$ cat src/rtl/cpu_isa_pkg.sv
// Shared ISA definitions for the control unit and the datapath ALU:
// opcodes, IR field positions, sequencer states and ALU select indices.
package cpu_isa_pkg;

  typedef logic [4:0] opcode_t;

  localparam opcode_t OP_ADD  = 5'd3;
  localparam opcode_t OP_SUB  = 5'd4;
  localparam opcode_t OP_AND  = 5'd5;
  localparam opcode_t OP_OR   = 5'd6;
  localparam opcode_t OP_ROR  = 5'd7;
  localparam opcode_t OP_ROL  = 5'd8;
  localparam opcode_t OP_SHR  = 5'd9;
  localparam opcode_t OP_SHRA = 5'd10;
  localparam opcode_t OP_SHL  = 5'd11;
  localparam opcode_t OP_DIV  = 5'd15;
  localparam opcode_t OP_MUL  = 5'd16;
  localparam opcode_t OP_NEG  = 5'd17;
  localparam opcode_t OP_NOT  = 5'd18;
  localparam opcode_t OP_NOP  = 5'd26;
  localparam opcode_t OP_HALT = 5'd27;

  localparam int IR_OPC_MSB = 31;
  localparam int IR_RA_MSB  = 26;
  localparam int IR_RB_MSB  = 22;
  localparam int IR_RC_MSB  = 18;
  localparam int REG_SEL_W  = 4;

  localparam int ALU_AND  = 0;
  localparam int ALU_OR   = 1;
  localparam int ALU_ADD  = 2;
  localparam int ALU_SUB  = 3;
  localparam int ALU_MUL  = 4;
  localparam int ALU_DIV  = 5;
  localparam int ALU_SHR  = 6;
  localparam int ALU_SHRA = 7;
  localparam int ALU_SHL  = 8;
  localparam int ALU_ROR  = 9;
  localparam int ALU_ROL  = 10;
  localparam int ALU_NEG  = 11;
  localparam int ALU_NOT  = 12;
  localparam int ALU_W    = 13;

  typedef enum logic [3:0] {
    ST_IDLE = 4'd0,
    ST_T0   = 4'd1,
    ST_T1   = 4'd2,
    ST_T2   = 4'd3,
    ST_T3   = 4'd4,
    ST_T4   = 4'd5,
    ST_T5   = 4'd6,
    ST_T6   = 4'd7,
    ST_HALT = 4'd8
  } state_e;

  typedef enum logic [2:0] {
    CLS_ILLEGAL = 3'd0,
    CLS_ALU3    = 3'd1,
    CLS_MULDIV  = 3'd2,
    CLS_UNARY   = 3'd3,
    CLS_NOP     = 3'd4,
    CLS_HALT    = 3'd5
  } op_class_e;

  function automatic op_class_e decode_class(opcode_t opc);
    op_class_e cls;
    case (opc)
      OP_ADD, OP_SUB, OP_AND, OP_OR, OP_ROR,
      OP_ROL, OP_SHR, OP_SHRA, OP_SHL:        cls = CLS_ALU3;
      OP_MUL, OP_DIV:                         cls = CLS_MULDIV;
      OP_NEG, OP_NOT:                         cls = CLS_UNARY;
      OP_NOP:                                 cls = CLS_NOP;
      OP_HALT:                                cls = CLS_HALT;
      default:                                cls = CLS_ILLEGAL;
    endcase
    return cls;
  endfunction

  function automatic logic [ALU_W-1:0] alu_onehot(opcode_t opc);
    logic [ALU_W-1:0] sel;
    sel = '0;
    case (opc)
      OP_AND:  sel[ALU_AND]  = 1'b1;
      OP_OR:   sel[ALU_OR]   = 1'b1;
      OP_ADD:  sel[ALU_ADD]  = 1'b1;
      OP_SUB:  sel[ALU_SUB]  = 1'b1;
      OP_MUL:  sel[ALU_MUL]  = 1'b1;
      OP_DIV:  sel[ALU_DIV]  = 1'b1;
      OP_SHR:  sel[ALU_SHR]  = 1'b1;
      OP_SHRA: sel[ALU_SHRA] = 1'b1;
      OP_SHL:  sel[ALU_SHL]  = 1'b1;
      OP_ROR:  sel[ALU_ROR]  = 1'b1;
      OP_ROL:  sel[ALU_ROL]  = 1'b1;
      OP_NEG:  sel[ALU_NEG]  = 1'b1;
      OP_NOT:  sel[ALU_NOT]  = 1'b1;
      default: sel = '0;
    endcase
    return sel;
  endfunction

endpackage

$ cat src/rtl/alu_sequencer_if.sv
// Control bundle between the sequencer (master) and the datapath (slave).
interface alu_sequencer_if import cpu_isa_pkg::*; #(
  parameter int NUM_REGS = 16
) ();

  logic                run;
  logic [31:0]         ir;
  logic                PCout, IncPC, MARin, Read, MDRin, MDRout, IRin;
  logic                Yin, Zin, Zlowout, Zhighout, HIin, LOin;
  logic [ALU_W-1:0]    alu_op;
  logic [NUM_REGS-1:0] reg_out;
  logic [NUM_REGS-1:0] reg_in;
  logic                busy, halted, illegal;

  modport master (
    input  run, ir,
    output PCout, IncPC, MARin, Read, MDRin, MDRout, IRin,
    output Yin, Zin, Zlowout, Zhighout, HIin, LOin,
    output alu_op, reg_out, reg_in, busy, halted, illegal
  );

  modport slave (
    output run, ir,
    input  PCout, IncPC, MARin, Read, MDRin, MDRout, IRin,
    input  Yin, Zin, Zlowout, Zhighout, HIin, LOin,
    input  alu_op, reg_out, reg_in, busy, halted, illegal
  );

endinterface

$ cat src/rtl/reg_select_decoder.sv
// Register-number to one-hot select line decoder; all lines low when disabled.
module reg_select_decoder import cpu_isa_pkg::*; #(
  parameter int NUM_REGS = 16
) (
  input  logic                 en,
  input  logic [REG_SEL_W-1:0] sel,
  output logic [NUM_REGS-1:0]  onehot
);

  // one-hot expansion of the selected register number
  always_comb begin
    onehot = '0;
    if (en) begin
      onehot[sel] = 1'b1;
    end else begin
      onehot = '0;
    end
  end

endmodule

$ cat src/rtl/alu_sequencer.sv
// Hardwired fetch/execute control unit for register-format ALU instructions.
// Strobes are decoded from the registered state and the live IR contents.
module alu_sequencer import cpu_isa_pkg::*; #(
  parameter int NUM_REGS = 16,
  parameter int OPC_W    = 5
) (
  input  logic             clk,
  input  logic             reset,
  alu_sequencer_if.master  bus
);

  state_e                 state_q, state_d;
  logic                   illegal_q, illegal_d;
  logic [OPC_W-1:0]       opc_s;
  op_class_e              cls_s;
  logic [REG_SEL_W-1:0]   ra_s, rb_s, rc_s;
  state_e                 eoi_state_s;
  logic                   unused_ir_s;

  logic pc_out_s, inc_pc_s, mar_in_s, read_s, mdr_in_s, mdr_out_s, ir_in_s;
  logic y_in_s, z_in_s, zlow_out_s, zhigh_out_s, hi_in_s, lo_in_s;
  logic [ALU_W-1:0]     alu_s;
  logic                 out_en_s, in_en_s;
  logic [REG_SEL_W-1:0] out_sel_s, in_sel_s;

  assign opc_s       = bus.ir[IR_OPC_MSB -: OPC_W];
  assign ra_s        = bus.ir[IR_RA_MSB -: REG_SEL_W];
  assign rb_s        = bus.ir[IR_RB_MSB -: REG_SEL_W];
  assign rc_s        = bus.ir[IR_RC_MSB -: REG_SEL_W];
  assign cls_s       = decode_class(opc_s);
  assign unused_ir_s = ^bus.ir[IR_RC_MSB-REG_SEL_W:0];
  // run is only consulted at an instruction boundary
  assign eoi_state_s = bus.run ? ST_T0 : ST_IDLE;

  // next-state and sticky illegal-opcode flag
  always_comb begin
    state_d   = state_q;
    illegal_d = illegal_q;
    case (state_q)
      ST_IDLE: begin
        if (bus.run) begin
          state_d = ST_T0;
        end else begin
          state_d = ST_IDLE;
        end
      end
      ST_T0: state_d = ST_T1;
      ST_T1: state_d = ST_T2;
      ST_T2: begin
        case (cls_s)
          CLS_NOP:     state_d = eoi_state_s;
          CLS_HALT:    state_d = ST_HALT;
          CLS_ILLEGAL: begin
            state_d   = ST_HALT;
            illegal_d = 1'b1;
          end
          default:     state_d = ST_T3;
        endcase
      end
      ST_T3: state_d = ST_T4;
      ST_T4: begin
        if (cls_s == CLS_UNARY) begin
          state_d = eoi_state_s;
        end else begin
          state_d = ST_T5;
        end
      end
      ST_T5: begin
        if (cls_s == CLS_MULDIV) begin
          state_d = ST_T6;
        end else begin
          state_d = eoi_state_s;
        end
      end
      ST_T6:   state_d = eoi_state_s;
      ST_HALT: state_d = ST_HALT;
      default: state_d = ST_IDLE;
    endcase
  end

  // state register with synchronous active-low reset
  always_ff @(posedge clk) begin
    if (!reset) begin
      state_q   <= ST_IDLE;
      illegal_q <= 1'b0;
    end else begin
      state_q   <= state_d;
      illegal_q <= illegal_d;
    end
  end

  // per-step strobe decode
  always_comb begin
    pc_out_s    = 1'b0;
    inc_pc_s    = 1'b0;
    mar_in_s    = 1'b0;
    read_s      = 1'b0;
    mdr_in_s    = 1'b0;
    mdr_out_s   = 1'b0;
    ir_in_s     = 1'b0;
    y_in_s      = 1'b0;
    z_in_s      = 1'b0;
    zlow_out_s  = 1'b0;
    zhigh_out_s = 1'b0;
    hi_in_s     = 1'b0;
    lo_in_s     = 1'b0;
    alu_s       = '0;
    out_en_s    = 1'b0;
    out_sel_s   = '0;
    in_en_s     = 1'b0;
    in_sel_s    = '0;
    case (state_q)
      ST_T0: begin
        pc_out_s = 1'b1;
        mar_in_s = 1'b1;
        inc_pc_s = 1'b1;
      end
      ST_T1: begin
        read_s   = 1'b1;
        mdr_in_s = 1'b1;
      end
      ST_T2: begin
        mdr_out_s = 1'b1;
        ir_in_s   = 1'b1;
      end
      ST_T3: begin
        case (cls_s)
          CLS_ALU3: begin
            out_en_s  = 1'b1;
            out_sel_s = rb_s;
            y_in_s    = 1'b1;
          end
          CLS_MULDIV: begin
            out_en_s  = 1'b1;
            out_sel_s = ra_s;
            y_in_s    = 1'b1;
          end
          CLS_UNARY: begin
            out_en_s  = 1'b1;
            out_sel_s = rb_s;
            alu_s     = alu_onehot(opc_s);
            z_in_s    = 1'b1;
          end
          default: out_en_s = 1'b0;
        endcase
      end
      ST_T4: begin
        case (cls_s)
          CLS_ALU3: begin
            out_en_s  = 1'b1;
            out_sel_s = rc_s;
            alu_s     = alu_onehot(opc_s);
            z_in_s    = 1'b1;
          end
          CLS_MULDIV: begin
            out_en_s  = 1'b1;
            out_sel_s = rb_s;
            alu_s     = alu_onehot(opc_s);
            z_in_s    = 1'b1;
          end
          CLS_UNARY: begin
            zlow_out_s = 1'b1;
            in_en_s    = 1'b1;
            in_sel_s   = ra_s;
          end
          default: out_en_s = 1'b0;
        endcase
      end
      ST_T5: begin
        case (cls_s)
          CLS_ALU3: begin
            zlow_out_s = 1'b1;
            in_en_s    = 1'b1;
            in_sel_s   = ra_s;
          end
          CLS_MULDIV: begin
            zlow_out_s = 1'b1;
            lo_in_s    = 1'b1;
          end
          default: out_en_s = 1'b0;
        endcase
      end
      ST_T6: begin
        if (cls_s == CLS_MULDIV) begin
          zhigh_out_s = 1'b1;
          hi_in_s     = 1'b1;
        end else begin
          zhigh_out_s = 1'b0;
        end
      end
      default: out_en_s = 1'b0;
    endcase
  end

  reg_select_decoder #(.NUM_REGS(NUM_REGS)) u_out_dec (
    .en     (out_en_s),
    .sel    (out_sel_s),
    .onehot (bus.reg_out)
  );

  reg_select_decoder #(.NUM_REGS(NUM_REGS)) u_in_dec (
    .en     (in_en_s),
    .sel    (in_sel_s),
    .onehot (bus.reg_in)
  );

  assign bus.PCout    = pc_out_s;
  assign bus.IncPC    = inc_pc_s;
  assign bus.MARin    = mar_in_s;
  assign bus.Read     = read_s;
  assign bus.MDRin    = mdr_in_s;
  assign bus.MDRout   = mdr_out_s;
  assign bus.IRin     = ir_in_s;
  assign bus.Yin      = y_in_s;
  assign bus.Zin      = z_in_s;
  assign bus.Zlowout  = zlow_out_s;
  assign bus.Zhighout = zhigh_out_s;
  assign bus.HIin     = hi_in_s;
  assign bus.LOin     = lo_in_s;
  assign bus.alu_op   = alu_s;
  assign bus.busy     = (state_q != ST_IDLE) && (state_q != ST_HALT);
  assign bus.halted   = (state_q == ST_HALT);
  assign bus.illegal  = illegal_q;

endmodule

$ cat src/flat_wrapper.sv
// flat-port wrapper written by rule: the top's interface ports become plain ports
module alu_sequencer_flat import cpu_isa_pkg::*;
#(
  parameter int NUM_REGS = 16,
  parameter int OPC_W    = 5
)
  (clk, reset, bus_run, bus_ir, bus_PCout, bus_IncPC, bus_MARin, bus_Read, bus_MDRin, bus_MDRout, bus_IRin, bus_Yin, bus_Zin, bus_Zlowout, bus_Zhighout, bus_HIin, bus_LOin, bus_alu_op, bus_reg_out, bus_reg_in, bus_busy, bus_halted, bus_illegal);
  alu_sequencer_if #(.NUM_REGS(NUM_REGS)) bus_i ();
  input  logic clk;
  input  logic reset;
  input wire logic [$bits(bus_i.run)-1:0] bus_run;
  input wire logic [$bits(bus_i.ir)-1:0] bus_ir;
  output wire logic [$bits(bus_i.PCout)-1:0] bus_PCout;
  output wire logic [$bits(bus_i.IncPC)-1:0] bus_IncPC;
  output wire logic [$bits(bus_i.MARin)-1:0] bus_MARin;
  output wire logic [$bits(bus_i.Read)-1:0] bus_Read;
  output wire logic [$bits(bus_i.MDRin)-1:0] bus_MDRin;
  output wire logic [$bits(bus_i.MDRout)-1:0] bus_MDRout;
  output wire logic [$bits(bus_i.IRin)-1:0] bus_IRin;
  output wire logic [$bits(bus_i.Yin)-1:0] bus_Yin;
  output wire logic [$bits(bus_i.Zin)-1:0] bus_Zin;
  output wire logic [$bits(bus_i.Zlowout)-1:0] bus_Zlowout;
  output wire logic [$bits(bus_i.Zhighout)-1:0] bus_Zhighout;
  output wire logic [$bits(bus_i.HIin)-1:0] bus_HIin;
  output wire logic [$bits(bus_i.LOin)-1:0] bus_LOin;
  output wire logic [$bits(bus_i.alu_op)-1:0] bus_alu_op;
  output wire logic [$bits(bus_i.reg_out)-1:0] bus_reg_out;
  output wire logic [$bits(bus_i.reg_in)-1:0] bus_reg_in;
  output wire logic [$bits(bus_i.busy)-1:0] bus_busy;
  output wire logic [$bits(bus_i.halted)-1:0] bus_halted;
  output wire logic [$bits(bus_i.illegal)-1:0] bus_illegal;
  assign bus_i.run = bus_run;
  assign bus_i.ir = bus_ir;
  assign bus_PCout = bus_i.PCout;
  assign bus_IncPC = bus_i.IncPC;
  assign bus_MARin = bus_i.MARin;
  assign bus_Read = bus_i.Read;
  assign bus_MDRin = bus_i.MDRin;
  assign bus_MDRout = bus_i.MDRout;
  assign bus_IRin = bus_i.IRin;
  assign bus_Yin = bus_i.Yin;
  assign bus_Zin = bus_i.Zin;
  assign bus_Zlowout = bus_i.Zlowout;
  assign bus_Zhighout = bus_i.Zhighout;
  assign bus_HIin = bus_i.HIin;
  assign bus_LOin = bus_i.LOin;
  assign bus_alu_op = bus_i.alu_op;
  assign bus_reg_out = bus_i.reg_out;
  assign bus_reg_in = bus_i.reg_in;
  assign bus_busy = bus_i.busy;
  assign bus_halted = bus_i.halted;
  assign bus_illegal = bus_i.illegal;
  alu_sequencer #(.NUM_REGS(NUM_REGS), .OPC_W(OPC_W)) u_core (.clk(clk), .reset(reset), .bus(bus_i));
endmodule
$ cat config.mk
export PLATFORM = sky130hd
export DESIGN_NAME = alu_sequencer_flat
export DESIGN_NICKNAME = d
export VERILOG_FILES = /design/src/rtl/cpu_isa_pkg.sv /design/src/rtl/alu_sequencer_if.sv /design/src/rtl/reg_select_decoder.sv /design/src/rtl/alu_sequencer.sv /design/src/flat_wrapper.sv
export SDC_FILE = /design/constraint.sdc
export NUM_CORES = 1
export LEC_CHECK = 0
export ABC_AREA = 1
export BUFFER_PORTS_ARGS = -buffer_cell sky130_fd_sc_hd__buf_4
export CAP_MARGIN = 25
export CORE_ASPECT_RATIO = 0.6
export CORE_MARGIN = 2
export CORE_UTILIZATION = 40
export DETAILED_ROUTE_END_ITERATION = 7
export PLACE_DENSITY_LB_ADDON = 0.15
export SYNTH_ARGS = -nofsm -noshare
export SYNTH_HDL_FRONTEND = slang
export SYNTH_SLANG_ARGS = --single-unit
$ cat constraint.sdc
create_clock -name clk -period 1.9 [get_ports clk]
set_clock_uncertainty 0.15 [all_clocks]
set_input_delay 0.19 -clock clk [delete_from_list [all_inputs] [get_ports clk]]
set_output_delay 0.19 -clock clk [all_outputs]
set_load 0.01 [all_outputs]
==> summary.txt, run 1 <==
Synth
  – Mapped Nets: 266
  – Mapped Area: 0.001206 sq mm
  – Sequential element share of the synthesized area: 0.08299
  – Synth top area share: 0.1774
  – Yosys reg bits: 5
  – Most common cell in the synthesized netlist: nand2_1
  – Leading area contributor after synthesis: nand2_1
  – Yosys Warn Count: 0
  – Synth area leaders: nand2_1 18%, nor2_1 15%, inv_1 9.3%
  – Commonest cells post-synth: 57 x nand2_1, 48 x nor2_1, 30 x inv_1
  – Number of synthesized flops with an enable pin: 0
  – Cells after Synth: 226
  – Prevailing post-synth register cell: dfxtp_1
  – Mean post-synth cell area: 5.337 sq um
  – Async SR Flop Fraction: 0
  – Unique masters post-synth: 29

Clock tree
  – Clock buffer depth: 2
  – CTS HTree Levels: 1
  – Post-CTS Hold Fix Bufs: 0
  – Num Clock Sinks: 5
  – CTS Root Cell: clkbuf_8
  – Cts bufs inserted: 3

Placed design
  – Dpl cells: 374
  – HPWL Detailed: 3500 um
  – Port Buffers: 80
  – Final GP Congestion: 0.8393

Die
  – Die width: 74.89 um
  – Std-Cell Rows: 15
  – Number of I/O pins: 96
  – Die Ht: 46.54 um
  – Initial core utilization: 0.4200

Run status
  – Status: did not finish
  – Stopped at: global routing
  – Error message: [ERROR DPL-0038] Utilization greater than 100%, impossible to legalize

GRT
  – Pin count of the biggest net entering global routing: 11

STA
  – Worst_ep kind: primary output
  – Worst_ep grt: bus_reg_in[13]
[cells by family after synthesis]
group | count (synthesis) | share of synthesized area
DFF | 5 | 0.08299
and+or+nand+nor | 153 | 0.6006
adders and majority gates | 5 | 0.05187
buffers and inverters | 43 | 0.1587
AOI/OAI and AO/OA | 20 | 0.1058
[repair_timing]
item | in CTS
buffers inserted | 15
setup endpoints to repair | 48
resized for setup | 94
pin swaps | 45
[through the flow]
| step | area [sq um] | hold WS, ns | setup slack [ns] |
|---|---|---|---|
| floorplan | 1206 | 0.1972 | 0.01664 |
| global placement | 2063 | 0.2978 | -0.2528 |
| detailed placement | 2063 | 0.2942 | -0.2795 |
| CTS | 2561 | 0.1019 | -0.1144 |
==> inputs of run 2 (changes only) <==
--- a/config.mk
+++ b/config.mk
@@ -8,9 +8,8 @@
 export ABC_AREA = 1
 export BUFFER_PORTS_ARGS = -buffer_cell sky130_fd_sc_hd__buf_4
 export CAP_MARGIN = 25
-export CORE_ASPECT_RATIO = 0.6
 export CORE_MARGIN = 2
-export CORE_UTILIZATION = 40
+export CORE_UTILIZATION = 30
 export DETAILED_ROUTE_END_ITERATION = 7
 export PLACE_DENSITY_LB_ADDON = 0.15
 export SYNTH_ARGS = -nofsm -noshare
==> run 2 against run 1 <==
Net effect:
- synthesized cell count unchanged
- synthesized area unchanged
- the flow now finishes, with violations (setup timing)
==> summary.txt, run 2 <==
STA
  – Final hold violation count: 0
  – Part of the cycle the worst path needs: 1.102
  – Final Max Slew Viols: 0
  – Worst-margin pin slew: 0.4428 ns
  – Slew HR: 0.7025
  – Final setup viols: 45
  – Fmax: 477.7 MHz
  – Min Tclk post-route: 2.094 ns
  – Worst setup margin: -0.1936 ns
  – RSZ-0062 raised after global routing: true
  – Post-route setup TNS: -5.043 ns

Route
  – Routed via count: 1909
  – First drt pass iteration count: 5
  – Remaining DRCs: 0
  – DR iter-0 viols: 79
  – Via density per instance: 4.656
  – Final wirelength: 4956 um
  – Antenna viol nets, final: 0
  – Wire per inst: 12.09 um

Synth
  – Yosys reg bits: 5
  – Sequential element share of the synthesized area: 0.08299
  – Cells after Synth: 226
  – Yosys Warn Count: 0
  – Mapped Area: 0.001206 sq mm
  – Number of synthesized flops with an enable pin: 0
  – Prevailing post-synth register cell: dfxtp_1
  – Synth area leaders: nand2_1 18%, nor2_1 15%, inv_1 9.3%
  – Most common cell in the synthesized netlist: nand2_1
  – Mapped Nets: 266
  – Unique masters post-synth: 29
  – Mean post-synth cell area: 5.337 sq um
  – Leading area contributor after synthesis: nand2_1
  – Async SR Flop Fraction: 0
  – Commonest cells post-synth: 57 x nand2_1, 48 x nor2_1, 30 x inv_1
  – Synth top area share: 0.1774

Clock tree
  – Cts bufs inserted: 3
  – Clock buffer depth: 2
  – CTS Root Cell: clkbuf_8
  – Post-CTS Hold Fix Bufs: 0
  – CTS HTree Levels: 1
  – TritonCTS clock tree: yes
  – Clk slew on worst S/H paths: 0.04 ns
  – Num Clock Sinks: 5
  – Clk_lat worst skew: 0.22 ns

Final layout
  – Ratio of cells with drive above 1 in the final layout: 0.6278
  – Fillers: 358
  – P&R area growth vs syn: 122.5%
  – Commonest non-fill, non-tap cell in the layout: buf_4
  – Antenna Cells: 0
  – Layout Nets: 401
  – Multi-input gate area: 0.001232 sq mm
  – Max reg flops: 4
  – Top reg by flops: u_core.state_q
  – Sequential cell area: 108.9 sq um
  – Commonest non-fill, non-tap cells in the layout: 127 x buf_4, 38 x nand2_1, 34 x nor2_1

Placed design
  – Final GP Congestion: 0.8399
  – DP Worst Slack: -0.3112 ns
  – HPWL Detailed: 3489 um
  – Port Buffers: 80

Min path
  – Hold path start: reset
  – Type of the worst min-delay path: input pin to register
  – Hold EP: u_core.state_q[2]$_SDFF_PN0_
  – Hold path cells: 3

Run status
  – Status: finished, violations left
  – Failing checks: setup timing

Worst setup path
  – Crit path DAT: 1.75 ns
  – FF-to-FF path depth: 9
  – CP Data Required Time: 1.56 ns
  – WS Path Type: input pin to primary output
  – Reg-to-reg endpoint: u_core.state_q[0]$_SDFF_PN0_
  – Maximum fanout along the worst path: 6
  – Crit path capture type: primary output
  – Reg2reg start: u_core.state_q[3]$_SDFF_PN0_
  – Critical Path Source Type: input pin
  – Reg2reg setup slack: 0.17 ns

GRT
  – Vias in the first global route: 1741
  – Total GRT Usage: 0.2003
  – Overflow after GRT: 0
  – Pin count of the biggest net entering global routing: 11
  – Initial antenna violation count: 0
  – Global-route wire length before repair: 7245 um

Power and ir drop
  – Tot Pwr: 0.0007352 W
  – Internal power: 0.0004607 W
  – Max VDD drop: 0.0005909 V
  – Leak: 1.373 nW
  – Power Density: 273.9 mW/mm^2
  – Flop pwr share: 0.177
  – Clk pwr share: 0.269
  – Gate power share: 0.554
  – P_sw: 0.0002745 W
  – Switching share of power: 0.3734

Die
  – Number of I/O pins: 96
  – Die width: 67.41 um
  – Die Area: 0.004543 sq mm
  – Die Ht: 67.41 um
  – Std-Cell Rows: 23
  – Initial core utilization: 0.3059
  – Core Box Area: 0.003943 sq mm

Run
  – Maxcap violations: 0
## run 2: cell counts after synthesis
No cell type changed its count.
## run 2: timing repair
item	4_1_cts	5_1_grt
pin swaps	31	15
endpoints found under the hold margin	0	0
gates cloned	1	0
endpoints found under the setup margin	48	53
buffers inserted	14	8
resized for setup	61	44
## run 2: worst max path at each step
stage / endpoint / startpoint / cells after the start / slack (ns)
floorplan: bus_reg_in[11] / u_core.state_q[0]$_SDFF_PN0_ / 8 / 0.02
global placement: bus_reg_in[9] / bus_ir[28] / 12 / -0.28
detailed placement: bus_reg_in[9] / bus_ir[28] / 12 / -0.31
CTS: bus_reg_out[0] / bus_ir[30] / 14 / -0.11
global route: bus_reg_in[12] / bus_ir[29] / 11 / -0.26
finish: bus_reg_in[11] / bus_ir[29] / 12 / -0.19
## run 2: logic make-up (layout without fill, tap and decap cells)
logic type,count (synthesis),after routing,share of synthesized area
compound gates,20,20,0.1058
fa+ha+maj,5,5,0.05187
buf+inv,43,176,0.1587
flops,5,5,0.08299
simple gates,153,154,0.6006
## run 2: through the flow
step                instances  area (sq um)  hold slack [ns]    util
floorplan                 226          1206           0.1972       -
global placement          384          2088           0.2972  0.5297
detailed placement        384          2088           0.3147  0.5297
CTS                       403          2486           0.1207  0.6306
global route              410          2684           0.1083  0.6807
finish                    410          2684           0.1170  0.6807
## run 2: worst max-delay path, stage by stage
cell      delay [ns]
buf_6           0.12
nor2_4          0.18
buf_4           0.15
nand3_4         0.07
nand3_4         0.12
nand3_4         0.11
o21ai_4         0.20
clkinv_4        0.12
nor2_4          0.16
nand2_4         0.09
nor2_1          0.11
buf_4           0.13
## run 2: routing by layer
| layer | GRT usage | part of all wire |
|---|---|---|
| met5 | 0 | 0 |
| met4 | 0.05102 | 0.0038 |
| met3 | 0.02167 | 0.053 |
| met2 | 0.3738 | 0.52 |
| met1 | 0.2420 | 0.42 |
## run 2: layout make-up
type | count | area share
multi-input combinational | 179 | 0.4592
timing repair buffer | 136 | 0.4042
inverter | 36 | 0.05594
sequential | 5 | 0.04056
tap | 50 | 0.02331
clock buffer | 4 | 0.01678
## run 2: power groups by stage
stage / combinational, W / clock, W / sequential, W
finish: 0.000407 / 0.000198 / 0.000130
detailed placement: 0.000314 / 0 / 0.000125
global placement: 0.000314 / 0 / 0.000126
CTS: 0.000383 / 0.000205 / 0.000126
floorplan: 0.000167 / 0 / 0.000124
global route: 0.000440 / 0.000216 / 0.000131
Note: power is estimated with default switching activity, not from simulation.
